**src/rtl/jt49_decim_if.sv**
```systemverilog
// Sample/handshake bundle between the JT49 averager, the decimator and its consumer.
// slave = decimator view, master = producer/consumer view.
interface jt49_decim_if #(
    parameter int dw = 8
);
    logic          cen;
    logic [dw-1:0] din;
    logic [2:0]    ratio_sh;
    logic [dw-1:0] dout;
    logic          dout_valid;
    logic          dout_ready;
    logic          overflow;
    logic          clr_ovf;

    modport slave (
        input  cen, din, ratio_sh, dout_ready, clr_ovf,
        output dout, dout_valid, overflow
    );

    modport master (
        output cen, din, ratio_sh, dout_ready, clr_ovf,
        input  dout, dout_valid, overflow
    );
endinterface

```
**src/rtl/jt49_decim.sv**
```systemverilog
// JT49 decimator: keeps 1 of 2^ratio_sh samples (or their mean when JT49_DECIM_ACC_EN
// is defined) and queues results in a first-word-fall-through FIFO of 2^aw entries.
module jt49_decim #(
    parameter int dw = 8,
    parameter int aw = 2
) (
    input  logic        clk,
    input  logic        rst,
    jt49_decim_if.slave bus
);
    localparam int DEPTH = 1 << aw;
    localparam int ACW   = dw + 7;

    logic [6:0]    cnt_q, cnt_d;
    logic [2:0]    sh_l_q, sh_l_d;
    logic [2:0]    sh_eff_s;
    logic [6:0]    last_cnt_s;
    logic          win_end_s;
    logic          push_s;
    logic [dw-1:0] push_val_s;

    logic [aw:0]   wr_q, wr_d, rd_q, rd_d;
    logic [dw-1:0] ram_q [0:DEPTH-1];
    logic [dw-1:0] dout_q, dout_d;
    logic          valid_q, valid_d;
    logic          ovf_q, ovf_d;
    logic          full_s, empty_s, pop_s, wr_en_s, drop_s;

    // Window counter; the shift in force is the live input only at window start.
    always_comb begin
        sh_eff_s   = (cnt_q == 7'd0) ? bus.ratio_sh : sh_l_q;
        last_cnt_s = 7'((8'd1 << sh_eff_s) - 8'd1);
        win_end_s  = (cnt_q == last_cnt_s);
        push_s     = bus.cen & win_end_s;
        if (bus.cen) begin
            sh_l_d = sh_eff_s;
            cnt_d  = win_end_s ? 7'd0 : cnt_q + 7'd1;
        end else begin
            sh_l_d = sh_l_q;
            cnt_d  = cnt_q;
        end
    end

`ifdef JT49_DECIM_ACC_EN
    logic signed [ACW-1:0] acc_q, acc_d, din_ext_s, sum_s, mean_s;

    // Window sum restarts from din on the first sample; mean is a floor shift.
    always_comb begin
        din_ext_s  = {{7{bus.din[dw-1]}}, bus.din};
        sum_s      = (cnt_q == 7'd0) ? din_ext_s : acc_q + din_ext_s;
        acc_d      = bus.cen ? sum_s : acc_q;
        mean_s     = sum_s >>> sh_eff_s;
        push_val_s = mean_s[dw-1:0];
    end

    // Accumulator register.
    always_ff @(posedge clk or posedge rst) begin
        if (rst) begin
            acc_q <= '0;
        end else begin
            acc_q <= acc_d;
        end
    end
`else
    // Without accumulation the last sample of the window is kept.
    always_comb begin
        push_val_s = bus.din;
    end
`endif

    // FIFO control: a same-cycle pop frees the slot a full-FIFO push needs.
    always_comb begin
        full_s  = ((wr_q ^ rd_q) == {1'b1, {aw{1'b0}}});
        empty_s = (wr_q == rd_q);
        pop_s   = bus.dout_ready & ~empty_s;
        wr_en_s = push_s & (~full_s | pop_s);
        drop_s  = push_s & full_s & ~pop_s;
        wr_d    = wr_en_s ? wr_q + 1'b1 : wr_q;
        rd_d    = pop_s ? rd_q + 1'b1 : rd_q;
        if (drop_s) begin
            ovf_d = 1'b1;
        end else if (bus.clr_ovf) begin
            ovf_d = 1'b0;
        end else begin
            ovf_d = ovf_q;
        end
        valid_d = (wr_d != rd_d);
        // Registered head needs a bypass when the entry being written becomes the head.
        if (wr_en_s && (wr_q[aw-1:0] == rd_d[aw-1:0])) begin
            dout_d = push_val_s;
        end else begin
            dout_d = ram_q[rd_d[aw-1:0]];
        end
    end

    // State registers, FIFO storage and registered outputs.
    always_ff @(posedge clk or posedge rst) begin
        if (rst) begin
            cnt_q   <= 7'd0;
            sh_l_q  <= 3'd0;
            wr_q    <= '0;
            rd_q    <= '0;
            dout_q  <= '0;
            valid_q <= 1'b0;
            ovf_q   <= 1'b0;
            for (int i = 0; i < DEPTH; i++) begin
                ram_q[i] <= '0;
            end
        end else begin
            cnt_q   <= cnt_d;
            sh_l_q  <= sh_l_d;
            wr_q    <= wr_d;
            rd_q    <= rd_d;
            dout_q  <= dout_d;
            valid_q <= valid_d;
            ovf_q   <= ovf_d;
            if (wr_en_s) begin
                ram_q[wr_q[aw-1:0]] <= push_val_s;
            end
        end
    end

    assign bus.dout       = dout_q;
    assign bus.dout_valid = valid_q;
    assign bus.overflow   = ovf_q;
endmodule
```
**src/flat_wrapper.sv**
```systemverilog
// flat-port wrapper written by rule: the top's interface ports become plain ports
module jt49_decim_flat 
#(
    parameter int dw = 8,
    parameter int aw = 2
)
  (clk, rst, bus_cen, bus_din, bus_ratio_sh, bus_dout_ready, bus_clr_ovf, bus_dout, bus_dout_valid, bus_overflow);
  jt49_decim_if #(.dw(dw)) bus_i ();
  input  logic clk;
  input  logic rst;
  input wire logic [$bits(bus_i.cen)-1:0] bus_cen;
  input wire logic [$bits(bus_i.din)-1:0] bus_din;
  input wire logic [$bits(bus_i.ratio_sh)-1:0] bus_ratio_sh;
  input wire logic [$bits(bus_i.dout_ready)-1:0] bus_dout_ready;
  input wire logic [$bits(bus_i.clr_ovf)-1:0] bus_clr_ovf;
  output wire logic [$bits(bus_i.dout)-1:0] bus_dout;
  output wire logic [$bits(bus_i.dout_valid)-1:0] bus_dout_valid;
  output wire logic [$bits(bus_i.overflow)-1:0] bus_overflow;
  assign bus_i.cen = bus_cen;
  assign bus_i.din = bus_din;
  assign bus_i.ratio_sh = bus_ratio_sh;
  assign bus_i.dout_ready = bus_dout_ready;
  assign bus_i.clr_ovf = bus_clr_ovf;
  assign bus_dout = bus_i.dout;
  assign bus_dout_valid = bus_i.dout_valid;
  assign bus_overflow = bus_i.overflow;
  jt49_decim #(.dw(dw), .aw(aw)) u_core (.clk(clk), .rst(rst), .bus(bus_i));
endmodule
```
**config.mk**
```make
export PLATFORM = sky130hd
export DESIGN_NAME = jt49_decim_flat
export DESIGN_NICKNAME = d
export VERILOG_FILES = /design/src/rtl/jt49_decim_if.sv /design/src/rtl/jt49_decim.sv /design/src/flat_wrapper.sv
export SDC_FILE = /design/constraint.sdc
export NUM_CORES = 1
export LEC_CHECK = 0
export CORE_MARGIN = 5
export CORE_UTILIZATION = 30
export DETAILED_ROUTE_END_ITERATION = 12
export SKIP_LAST_GASP = 1
export SLEW_MARGIN = 30
export SYNTH_ARGS = -nofsm -noshare
export SYNTH_HDL_FRONTEND = slang
export SYNTH_SLANG_ARGS = --single-unit
```
**constraint.sdc**
```tcl
create_clock -name clk -period 4 [get_ports clk]
set_clock_uncertainty 0.15 [all_clocks]
set_input_delay 0.8 -clock clk [delete_from_list [all_inputs] [get_ports clk]]
set_output_delay 0.8 -clock clk [all_outputs]
set_load 0.005 [all_outputs]
```
# --- Word level (Yosys, flattened, before mapping) ---
# Index checks and enable logic that the tools add are counted.
op_classes:
  bitwise: 12
  reduce_logical: 4
  eq_ne: 5
  shifts: 1
  muxes: 13
  order_cmp: 3
  addsub: 4
op_table:
  columns: ["cell", "count"]
  rows:
  - ["32-bit bitwise mux", 1]
  - ["8-bit two-way mux", 4]
  - ["8-bit binary-select mux with 2-bit select", 1]
  - ["8-bit demux with 2-bit select", 1]
  - ["3-bit two-way mux", 3]
  - ["7-bit by 1-bit adder with 7-bit output (second input constant)", 1]
  - ["7-bit == test", 1]
  - ["7-bit logical NOT", 1]
  - ["7-bit two-way mux", 1]
  - ["1-bit by 3-bit left shift with 7-bit output (first input constant)", 1]
  - ["7-bit by 1-bit subtractor with 7-bit output (second input constant)", 1]
  - ["3-bit by 1-bit adder with 3-bit output (second input constant)", 2]
  - ["3-bit >= comparator (second input constant)", 2]
  - ["2-bit inverter with 3-bit output", 2]
  - ["1-bit AND", 5]
  - ["3-bit == test", 1]
  - ["3-bit == test (second input constant)", 1]
  - ["3-bit by 1-bit < comparator with 1-bit output (second input constant)", 1]
  - ["3-bit inequality test", 1]
  - ["1-bit inverter", 3]
  - ["3-bit bitwise XOR", 1]
  - ["2-bit == test", 1]
  - ["1-bit logical AND", 2]
  - ["1-bit two-way mux", 2]
  - ["2 further kinds", 2]
word_totals:
  word_cells: 53
  register_bits: 58
  out_inout_bits: 10

# --- Logic depth before layout (Yosys ltp) ---
# Gate-level depths: netlist of run 1.
depth:
  word_depth: 9
  mapped_depth: 16
  depth_no_buf: 15

# --- Worst setup path after synthesis of run 1 ---
# Ideal clock, no wire load.
synth_path:
  path_type: "flip-flop to flip-flop"
  startpoint: "reg u_core.cnt_q[0]"
  endpoint: "reg u_core.valid_q (netlist: u_core.bus.dout_valid)"
  stages_incl_launch_ff: 17
  t_arrival_ns: 3.896
  setup_slack_ns: -0.173
  setup_ns: 0.127
  t_required_ns: 3.723
  path_cell_list: "dfrtp_1 > inv_1 > ha_1 > nor4b_2 > and2_1 > buf_4 > mux2i_1 > o21ai_0 > ha_1 > xnor2_1 > nand2_1 > o21a_1 > mux2i_1 > o211ai_1 > a211oi_4 > xor3_1 > or2_2"
synth_via:
  elab_chain_cells: 9
synth_lines:
  columns: ["item", "line", "rtl"]
  rows:
  - ["start: declaration", "jt49_decim.sv:14", "logic [6:0] cnt_q, cnt_d;"]
  - ["start signal: assignment", "jt49_decim.sv:110", "cnt_q <= cnt_d;"]
  - ["7-bit logical NOT", "jt49_decim.sv:31", "sh_eff_s = (cnt_q == 7'd0) ? bus.ratio_sh : sh_l_q;"]
  - ["3-bit two-way mux", "jt49_decim.sv:31", null]
  - ["1-bit by 3-bit left shift with 7-bit output", "jt49_decim.sv:32", "last_cnt_s = 7'((8'd1 << sh_eff_s) - 8'd1);"]
  - ["7-bit by 1-bit subtractor with 7-bit output", "jt49_decim.sv:32", null]
  - ["7-bit == test (*)", "jt49_decim.sv:33", "win_end_s = (cnt_q == last_cnt_s);"]
  - ["1-bit AND (*)", "jt49_decim.sv:34", "push_s = bus.cen & win_end_s;"]
  - ["1-bit AND (*)", "jt49_decim.sv:76", "wr_en_s = push_s & (~full_s | pop_s);"]
  - ["3-bit two-way mux (*)", "jt49_decim.sv:78", "wr_d = wr_en_s ? wr_q + 1'b1 : wr_q;"]
  - ["3-bit inequality test (*)", "jt49_decim.sv:87", "valid_d = (wr_d != rd_d);"]
  - ["net u_core.valid_d", "jt49_decim.sv:25", "logic valid_q, valid_d;"]
  - ["end signal: assignment", "jt49_decim.sv:115", "valid_q <= valid_d;"]
  - ["end: declaration", "jt49_decim.sv:25", null]
# Mark *: on every way through the listed nets, which the timed path passes. The rest lies on a longest branch.
# A chain may end at the register's enable or synchronous reset.

# --- Worst setup path after layout of run 1 ---
layout_path:
  startpoint: "reg u_core.cnt_q[1]"
  endpoint: "reg u_core.ram_q[17] (netlist name)"
layout_via:
  elab_chain_cells: 7
layout_lines:
  columns: ["item", "line", "rtl"]
  rows:
  - ["7-bit logical NOT", "jt49_decim.sv:31", null]
  - ["3-bit two-way mux", "jt49_decim.sv:31", null]
  - ["1-bit by 3-bit left shift with 7-bit output", "jt49_decim.sv:32", null]
  - ["7-bit by 1-bit subtractor with 7-bit output", "jt49_decim.sv:32", null]
  - ["7-bit == test (*)", "jt49_decim.sv:33", null]
  - ["1-bit AND (*)", "jt49_decim.sv:34", null]
  - ["1-bit AND (*)", "jt49_decim.sv:76", null]
  - ["end signal: indexed assignment", "jt49_decim.sv:118", "ram_q[wr_q[aw-1:0]] <= push_val_s;"]
  - ["end: declaration", "jt49_decim.sv:23", "logic [dw-1:0] ram_q [0:DEPTH-1];"]
# Mark *: on every way between the ends. The rest lies on a longest branch, timed or not.

==> results of run 1 <==
-- placed cells by master (no fill, tap or decap), drive strengths merged, types with 2 or more instances in the layout --
master / synthesis / final
dfrtp: 58 / 58
mux2: 43 / 43
clkdlybuf4s50: 0 / 25
buf: 1 / 18
nand2: 15 / 15
xnor2: 14 / 14
a21oi: 14 / 14
mux2i: 13 / 13
nor2: 11 / 11
a211oi: 11 / 11
clkbuf: 6 / 10
inv: 10 / 10
nor2b: 8 / 8
xor2: 8 / 8
ha: 8 / 8
nand4: 4 / 4
nor3b: 3 / 3
o21ai: 3 / 3
clkinvlp: 0 / 3
nand3: 2 / 2
nand4b: 2 / 2
o22ai: 2 / 2
nor4b: 2 / 2
and2: 2 / 2
clkinv: 0 / 2
-- worst max-delay path: stages, from the launching register on --
cell and delay [ns]:
dfrtp_1 0.42, inv_1 0.09, ha_1 0.15, nor4b_4 0.22, and2_4 0.19, mux2i_2 0.27
o21ai_0 0.15, ha_2 0.23, xnor2_1 0.16, nand2_1 0.07, o21a_1 0.19, mux2i_1 0.11
o211ai_1 0.38, a211oi_4 0.07, buf_4 0.19, nand2_2 0.23, mux2_2 0.38
-- metal layers --
layer	global-route usage (%)	vias up
li1	-	986
met4	2.99	0
met3	4.43	6
met1	14.6	1004
met5	0	-
met2	18.2	26
-- layout make-up --
class	instances	area share, %
Sequential cell	58	38.5
Multi-Input combinational cell	178	40.4
Clock inverter	6	1.76
Timing Repair Buffer	43	10.3
Tap cell	133	4.41
Clock buffer	10	3.65
Inverter	10	0.995
-- power by group through the flow --
stage	Combinational, mW	Clock, mW	Sequential (mW)
after floorplan	0.937	0	0.916
after global placement	1.23	0	0.962
after detailed placement	1.27	0	0.967
after CTS	1.28	0.564	0.957
after global routing	1.44	0.590	0.989
final	1.29	0.540	0.954
-- sequential cells by signal (all words and copies together), names as in the netlist --
name	cells
u_core.bus.dout	8
u_core.cnt_q	7
u_core.bus.dout_valid	1
u_core.wr_q	3
u_core.sh_l_q	3
u_core.bus.overflow	1
u_core.rd_q	3
u_core.ram_q	32
-- cell families (layout without fill, tap and decap cells) --
group	count (synthesis)	count (layout)	synth area share, %
flops	58	58	48.1
simple gates	53	53	9.83
fa+ha+maj	8	8	3.32
mux	56	56	20.4
buf+inv	17	69	2.28
xor+xnor	23	23	7.18
compound gates	38	38	8.88
-- what timing repair did --
action                     4_1_cts  5_1_grt
hold buffers                     0        0
setup buffers                    0        2
setup endpoints to repair        0       42
resized for setup                0        4
-- through the flow --
stage	setup WS (ns)	instances	TNS [ns]	utilization, %
final	0.247	438	0	38.6
after global routing	-0.0106	438	-0.0143	38.6
after CTS	0.0467	436	0	38.3
after detailed placement	-0.0609	420	-0.260	36.2
after global placement	-0.00509	420	-0.00509	36.2
after floorplan	0.00718	253	0	-
-- final timing paths --
kind                                     to  cells past startpoint            start  slack, ns
max reg2reg                u_core.ram_q[17]                     16  u_core.cnt_q[1]       0.25
min reg2reg                 u_core.ram_q[6]                      1  u_core.ram_q[6]       0.35
max                        u_core.ram_q[17]                     16  u_core.cnt_q[1]       0.25
min                         u_core.ram_q[6]                      1  u_core.ram_q[6]       0.35
max in group asynchronous  u_core.ram_q[23]                      3              rst       2.35
min in group asynchronous   u_core.cnt_q[2]                      3              rst       0.83
==> summary.md, run 1 <==
| Metric | Value |
|---|---|
| Clock Latency Late Sink | 0.33 ns |
| Setup Crit Path Kind | register to register |
| Starting Density | 30.8% |
| GRT Total Usage | 11.4% |
| Number of synthesized flops with an enable pin | 0 |
| Layout Area Growth over Synthesis | 25.1% |
| Flop pwr share | 34.3% |
| Vias in the first global route | 2,120 |
| Post-route DRC | 0 |
| CTS Buf Count | 9 |
| PwrDens | 737 mW/mm^2 |
| Critical Path AT | 3.82 ns |
| DIE AREA | 0.0122 mm^2 |
| Tcrit/Tclk final | 93.8% |
| Post-Syn Area per Cell | 11.9 um^2 |
| Footprint of the multi-input gates | 0.00153 mm^2 |
| Peak VDD IR | 0.401 mV |
| Synth unique cells | 40 |
| First DRT Iteration DRCs | 61 |
| Std-Cell Rows | 36 |
| Hold slack | 0.348 ns |
| Metal2 WL | 2990 um |
| Max Fclk | 266 MHz |
| Via Count | 2,022 |
| Count leader, synth | dfrtp_1 |
| Number of synthesis warnings | 0 |
| First-pass GRT wire length | 10,600 um |
| WL met3 | 260 um |
| Number of diodes | 0 |
| Initial antenna violation count | 0 |
| Clk slew on worst S/H paths | 0.07 ns |
| Fin crit period | 3.75 ns |
| Routed length per instance | 14.3 um |
| IO Port Bufs | 25 |
| Int Pwr | 1.78 mW |
| Mapped Cells | 253 |
| Top sig layer | met4 |
| Synth top cells by count | dfrtp_1 (58), mux2_2 (42), a21oi_1 (14), xnor2_1 (14), mux2i_1 (13) |
| Layout cells sized above 1 | 29.8% |
| GP Congestion | 0.761 |
| Core Box Area | 0.00977 mm^2 |
| TritonCTS clock tree | yes |
| Filler instances | 961 |
| Critical Path Sink Type | register |
| CP Max Fanout | 8 |
| Top cells by area, synth | dfrtp_1 (48%), mux2_2 (16%), mux2i_1 (4.3%) |
| Largest net degree at the start of global routing | 59 |
| Fin area | 0.00377 mm^2 |
| Max-slew violations | 0 |
| Sequential area share after synthesis | 48.1% |
| HPWL Detailed | 4240 um |
| Routed Wire Length | 6250 um |
| Post-route ant nets | 0 |
| GR Overflow Total | 0 |
| Fin. Hold Viols | 0 |
| Max Root-Sink Buffers | 2 |
| CTS H-tree depth | 3 |
| Post-synth top flop | dfrtp_1 |
| Via density | 4.62 |
| Synth Register Bits | 58 |
| Outcome | finished, final reports clean |
| Worst slew margin | 50.4% |
| Yosys top cell area share | 48.1% |
| FFs w/ async S/R, synth | 100% |
| Post-Syn Nets | 277 |
| Comb power frac | 46.3% |
| Actual slew at the worst max-slew pin | 0.744 ns |
| Sequential Area | 0.00145 mm^2 |
| Die Height | 110 um |
| Leakage | 1.69 nW |
| Post-DP Area | 0.00354 mm^2 |
| P_sw | 1.00 mW |
| Worst EP required | 4.07 ns |
| Max-cap violations | 0 |
| Synthesized cell area | 0.00302 mm^2 |
| Clock share of power | 19.4% |
| Hold Crit Class | register to register |
| Final #Nets | 324 |
| Clk root buf | clkbuf_8 |
| First-pass DRT Iterations | 4 |
| Leading area contributor after synthesis | dfrtp_1 |
| Die W | 110 um |
| Startpoint types | register |
| Total design power | 2.78 mW |
| Sw frac | 36.0% |
| Clock tree sinks | 58 |
| IO Pins | 26 |
| Met1 Routed Length | 2930 um |
| Final setup viols | 0 |
Power figures use the tool's default switching activity.
==> run 2: changes to the inputs <==
Settings changed: CORE_UTILIZATION 30 to 42.
==> run 2 against run 1 <==
Core utilization up 15 points; fmax up 0.25%; worst setup slack better by 0.0092 ns; sequential share of layout area up 0.59 points; die area down 26%.
==> summary.md, run 2 (synthesized netlist as in run 1, its figures left out) <==
| Metric | Value |
|---|---|
| First-pass DRT Iterations | 4 (unchanged) |
| Initial antenna violation count | 0 (unchanged) |
| Post-DP Area | 0.00352 mm^2 (-0.67%) |
| Max stage delay on crit path | 0.40 ns (-0.02 ns) |
| GR Overflow Total | 0 (unchanged) |
| Startpoint types | register |
| Crit path max-delay family | simple AND/OR/NAND/NOR gates |
| Outcome | finished, final reports clean |
| Post-route setup slack | 0.256 ns (+0.00918 ns) |
| Setup Crit Path Kind | register to register |
| Pre-CTS setup slack | -0.173 ns (-0.112 ns) |
| IO Pins | 26 (unchanged) |
| Max-cap violations | 0 (unchanged) |
| Vias in the first global route | 2,117 (-0.14%) |
| Post-placement cell count | 386 (-8.1%) |
| Leading cell type in the layout, fill and taps excluded | dfrtp_1 |
| Std-Cell Rows | 30 (-17%) |
| Final setup viols | 0 (unchanged) |
| Largest Register | u_core.ram_q |
| Fin area | 0.00372 mm^2 (-1.4%) |
| Number of diodes | 0 (unchanged) |
| Post-route ant nets | 0 (unchanged) |
| Via density | 4.98 (+7.8%) |
| Clk slew on worst S/H paths | 0.06 ns (about the same) |
| Largest net degree at the start of global routing | 39 (-34%) |
| Footprint of the multi-input gates | 0.00153 mm^2 (+0.57%) |
| Comb power frac | 48.6% (+2.3 points) |
| Fin crit period | 3.74 ns (-0.00918 ns) |
| Critical Path AT | 3.79 ns (-0.03 ns) |
| DIE AREA | 0.00897 mm^2 (-26%) |
| Reg2Reg Setup Slack | 0.26 ns (about the same) |
| Finished Layout Cells | 404 (-7.8%) |
| Peak VDD IR | 0.290 mV (-28%) |
| Max Root-Sink Buffers | 2 (unchanged) |
| Sw frac | 35.7% (-0.30 points) |
| Layout Area Growth over Synthesis | 23.4% |
| Via Count | 2,010 (-0.59%) |
| Sequential Area | 0.00145 mm^2 (about the same) |
| Commonest cells after routing, fill and taps aside | dfrtp_1 (57), mux2_2 (42), clkdlybuf4s50_1 (25) |
| TritonCTS clock tree | yes |
| CP cell instances | inv_1 -> ha_1 -> nor4b_4 -> and2_4 -> buf_4 -> and3b_1 -> o21ai_0 -> ha_2 -> xnor2_1 -> nand2_1 -> o21a_1 -> mux2i_1 -> o211ai_1 -> buf_4 -> buf_4 -> a211oi_4 -> xor3_1 -> or2_2 |
| Hold Crit Class | register to register |
| CTS Buf Count | 9 (unchanged) |
| First DRT Iteration DRCs | 63 (+3.3%) |
| Max Fclk | 267 MHz (+0.25%) |
| First-pass GRT wire length | 10,200 um (-4.1%) |
| HPWL Detailed | 3930 um (-7.3%) |
| Int Pwr | 1.72 mW (-3.3%) |
| Filler instances | 622 (-35%) |
| Tcrit/Tclk final | 93.6% (-0.23 points) |
| Die W | 94.7 um (-14%) |
| Layout cells sized above 1 | 29.5% (-0.29 points) |
| CTS H-tree depth | 3 (unchanged) |
| Critical Path Sink Type | register |
| Routed Wire Length | 5750 um (-7.9%) |
| Top cell by count, worst path | buf_4 |
| Cts hold-fix bufs | 0 (unchanged) |
| Crit path buf inv count | 4 (+2) |
| CP Max Fanout | 7 (-1) |
| Flop pwr share | 35.0% (+0.7 points) |
| Starting Density | 43.7% (+13 points) |
| Clock tree sinks | 58 (unchanged) |
| Actual slew at the worst max-slew pin | 0.613 ns (-0.132 ns) |
| RSZ-0062 raised after global routing | false |
| Max-slew violations | 0 (unchanged) |
| Clock Latency Late Sink | 0.32 ns (about the same) |
| IO Port Bufs | 25 (unchanged) |
| Total design power | 2.68 mW (-3.8%) |
| TNS Setup | 0 ns (unchanged) |
| Core Box Area | 0.00691 mm^2 (-29%) |
| Final #Nets | 329 (+1.5%) |
| Post-route DRC | 0 (unchanged) |
| Routed length per instance | 14.2 um (-0.17%) |
| Crit-path slowest cell | dfrtp_2 |
| P_sw | 0.955 mW (-4.5%) |
| GRT Total Usage | 14.7% (+3.3 points) |
| Fin. Hold Viols | 0 (unchanged) |
| GP Congestion | 0.813 (+6.9%) |
| Max FFs per register | 32 (unchanged) |
| Worst EP required | 4.05 ns (-0.02 ns) |
| Die Height | 94.7 um (-14%) |
| Leakage | 1.69 nW (about the same) |
| Clock share of power | 16.4% (-3.0 points) |
| Clk root buf | clkbuf_8 |
| Worst slew margin | 59.0% (+8.6 points) |
| PwrDens | 720 mW/mm^2 (-2.4%) |
[run 2: final cells by class]
| type | instances | share of cell area (%) |
|---|---|---|
| inverters | 10 | 1.01 |
| repair buffers | 48 | 11.4 |
| multi-input cells | 178 | 41.2 |
| clock buffers | 14 | 4.10 |
| flip-flops and latches | 58 | 39.1 |
| well taps | 96 | 3.23 |
[run 2: final timing paths]
check / startpoint / endpoint / depth (start not counted)
max: u_core.cnt_q[1] / u_core.bus.dout_valid / 18
max reg2reg: u_core.cnt_q[1] / u_core.bus.dout_valid / 18
max in group asynchronous: rst / u_core.cnt_q[1] / 3
min: u_core.ram_q[1] / u_core.ram_q[1] / 1
min reg2reg: u_core.ram_q[1] / u_core.ram_q[1] / 1
min in group asynchronous: rst / u_core.bus.dout[6] / 2
[run 2: per-stage QoR]
| stage | hold WS, ns | util, % |
|---|---|---|
| after floorplan | 0.315 | - |
| after global placement | 0.331 | 50.9 |
| after detailed placement | 0.337 | 50.9 |
| after CTS | 0.351 | 53.6 |
| after global routing | 0.358 | 53.9 |
| final | 0.347 | 53.9 |
[run 2: power by group through the flow]
| stage | Sequential [mW] | Combinational [mW] | Clock [mW] |
|---|---|---|---|
| 2_1_floorplan | 0.916 | 0.937 | 0 |
| 3_3_place_gp | 0.941 | 1.27 | 0 |
| 3_5_place_dp | 0.944 | 1.28 | 0 |
| 4_1_cts | 0.935 | 1.31 | 0.456 |
| 5_1_grt | 0.972 | 1.46 | 0.487 |
| 6_report | 0.938 | 1.30 | 0.438 |
[run 2: worst register-to-register path: cells and delay by family (launching register included)]
kind | cells | cell delay [ns]
flip-flops | 1 | 0.40
AO/OA/AOI/OAI | 4 | 0.67
XOR/XNOR | 2 | 0.47
buffers and inverters | 4 | 0.54
multiplexers | 1 | 0.15
AND/OR/NAND/NOR | 5 | 0.82
adder cells (fa/ha/maj) | 2 | 0.45
[run 2: timing repair]
item,CTS,global route
setup endpoints to repair,23,41
pin swaps,2,0
buffers inserted,4,0
resized for setup,0,5
[run 2: metal layers]
layer,track usage (%),part of all wire (%)
met5,0,0
met1,19.6,49
met2,23.5,47
met4,5.05,0.89
met3,3.59,2.5
==> run 3: changes to the inputs <==
Settings changed: CTS_CLUSTER_SIZE from default to 16, REMOVE_ABC_BUFFERS from default to 1.
==> run 3 against run 2 <==
Combinational power is essentially flat; fmax grew 0.94%; global-route usage grew 0.53 points; cell count grew 0.74%; largest cell class unchanged; largest power group unchanged.
==> summary.md, run 3 (synthesized netlist as in run 1, its figures left out) <==
| Metric | Value |
|---|---|
| IO Port Bufs | 25 (unchanged) |
| Max Fclk | 270 MHz (+0.94%) |
| P_sw | 1.00 mW (+4.7%) |
| CP Max Fanout | 8 (+1) |
| Hold slack | 0.348 ns (+0.000752 ns) |
| Vias in the first global route | 2,104 (-0.61%) |
| GR Overflow Total | 0 (unchanged) |
| Final setup viols | 0 (unchanged) |
| Hold Crit Class | register to register |
| Sw frac | 34.4% (-1.3 points) |
| Filler instances | 613 (-1.4%) |
| Leakage | 1.76 nW (+3.8%) |
| Via density | 4.94 (-0.79%) |
| Routed Wire Length | 6140 um (+6.6%) |
| Post-route ant nets | 0 (unchanged) |
| Clock Latency Late Sink | 0.33 ns (about the same) |
| Layout Area Growth over Synthesis | 26.3% |
| GP Congestion | 0.785 (-3.4%) |
| Pre-CTS setup slack | -0.0352 ns (+0.138 ns) |
| Flop pwr share | 32.5% (-2.5 points) |
| Startpoint types | register |
| First-pass GRT wire length | 10,500 um (+2.6%) |
| First DRT Iteration DRCs | 67 (+6.3%) |
| PwrDens | 764 mW/mm^2 (+6.1%) |
| Crit path max-delay family | multiplexers |
| Std-Cell Rows | 30 (unchanged) |
| GRT Total Usage | 15.3% (+0.53 points) |
| CP cell instances | inv_1 -> ha_1 -> nor4b_2 -> and2_4 -> mux2i_2 -> o21ai_1 -> ha_2 -> xnor2_1 -> nand2_1 -> o21a_1 -> mux2i_1 -> o211ai_1 -> buf_4 -> a211oi_4 -> nand2_2 -> mux2_1 |
| Max Root-Sink Buffers | 2 (unchanged) |
| Post-route DRC | 0 (unchanged) |
| Max-cap violations | 0 (unchanged) |
| Post-route core utilization | 55.1% (+1.3 points) |
| Starting Density | 43.7% (unchanged) |
| Largest Register | u_core.ram_q |
| Fin crit period | 3.71 ns (-0.0349 ns) |
| Outcome | finished, final reports clean |
| Worst EP required | 4.07 ns (+0.02 ns) |
| Actual slew at the worst max-slew pin | 0.740 ns (+0.128 ns) |
| Post-route setup slack | 0.291 ns (+0.0349 ns) |
| Int Pwr | 1.91 mW (+11%) |
| Clk root buf | clkbuf_8 |
| Initial antenna violation count | 0 (unchanged) |
| Max stage delay on crit path | 0.37 ns (-0.03 ns) |
| DIE AREA | 0.00897 mm^2 (unchanged) |
| Fin. Hold Viols | 0 (unchanged) |
| Clock share of power | 22.4% (+6.0 points) |
| Post-placement cell count | 387 (+0.26%) |
| Clock tree sinks | 58 (unchanged) |
| Comb power frac | 45.1% (-3.5 points) |
| Via Count | 2,009 (-0.050%) |
| IO Pins | 26 (unchanged) |
| Clk slew on worst S/H paths | 0.07 ns (about the same) |
| Worst slew margin | 50.6% (-8.3 points) |
| Largest net degree at the start of global routing | 59 (+51%) |
| Core Box Area | 0.00691 mm^2 (unchanged) |
| Max-slew violations | 0 (unchanged) |
| Number of diodes | 0 (unchanged) |
| Layout cells sized above 1 | 31.2% (+1.6 points) |
| Commonest cells after routing, fill and taps aside | dfrtp_1 (58), mux2_2 (42), clkdlybuf4s50_1 (25) |
| Crit path buf inv count | 2 (-2) |
| Post-DP Area | 0.00351 mm^2 (-0.14%) |
| Total design power | 2.91 mW (+8.7%) |
| Finished Layout Cells | 407 (+0.74%) |
| CTS Buf Count | 9 (unchanged) |
| Crit-path slowest cell | dfrtp_1 |
| TritonCTS clock tree | yes |
| CTS H-tree depth | 3 (unchanged) |
| Critical Path AT | 3.78 ns (about the same) |
| Final #Nets | 330 (+0.30%) |
| Max FFs per register | 32 (unchanged) |
| Routed length per instance | 15.1 um (+5.9%) |
| HPWL Detailed | 4040 um (+2.7%) |
| TNS Setup | 0 ns (unchanged) |
| Die W | 94.7 um (unchanged) |
| Fin area | 0.00381 mm^2 (+2.4%) |
| Tcrit/Tclk final | 92.7% (-0.87 points) |
| Peak VDD IR | 0.273 mV (-6.0%) |
| First-pass DRT Iterations | 4 (unchanged) |
| Setup Crit Path Kind | register to register |
| Critical Path Sink Type | register |
| Leading cell type in the layout, fill and taps excluded | dfrtp_1 |
| Die Height | 94.7 um (unchanged) |
[run 3: path summary, 6_finish.rpt]
check | slack, ns | depth (start not counted) | end | start
max | 0.29 | 16 | u_core.ram_q[10] | u_core.cnt_q[0]
min | 0.35 | 1 | u_core.ram_q[0] | u_core.ram_q[0]
max reg2reg | 0.29 | 16 | u_core.ram_q[10] | u_core.cnt_q[0]
min reg2reg | 0.35 | 1 | u_core.ram_q[0] | u_core.ram_q[0]
max in group asynchronous | 2.36 | 3 | u_core.ram_q[16] | rst
min in group asynchronous | 0.83 | 3 | u_core.cnt_q[1] | rst
[run 3: layout make-up]
cell class / instances / area (um^2) / area share, %
Clock buffer: 13 / 179 / 4.70
Clock inverter: 3 / 68.8 / 1.81
Inverter: 10 / 37.5 / 0.986
Timing Repair Buffer: 49 / 430 / 11.3
Multi-Input combinational cell: 178 / 1520 / 39.9
Tap cell: 96 / 120 / 3.15
Sequential cell: 58 / 1450 / 38.1
[run 3: worst reg2reg max path, cell delays in order, from the launching register on]
cell and delay [ns]:
dfrtp_1 0.37, inv_1 0.11, ha_1 0.15, nor4b_2 0.24, and2_4 0.21, mux2i_2 0.28, o21ai_1 0.12, ha_2 0.23
xnor2_1 0.15, nand2_1 0.06, o21a_1 0.19, mux2i_1 0.14, o211ai_1 0.11, buf_4 0.17, a211oi_4 0.29, nand2_2 0.26
mux2_1 0.37
[run 3: routing by layer]
layer / vias up / track usage (%) / routed length, um
met5: - / 0 / 0
met4: 0 / 6.85 / 80
met3: 6 / 3.75 / 190
met2: 20 / 22.2 / 2720
met1: 978 / 21.5 / 3140
li1: 1005 / - / -
[run 3: what timing repair did]
item / CTS / global route
setup endpoints to repair: 0 / 41
resized for setup: 0 / 6
setup buffers: 0 / 4
hold buffers: 0 / 0
[run 3: power groups by stage]
stage,logic [mW],registers (mW),clock network [mW]
3_5_place_dp,1.27,0.955,0
2_1_floorplan,0.905,0.919,0
6_report,1.31,0.946,0.653
4_1_cts,1.28,0.946,0.673
5_1_grt,1.45,0.977,0.697
3_3_place_gp,1.25,0.952,0
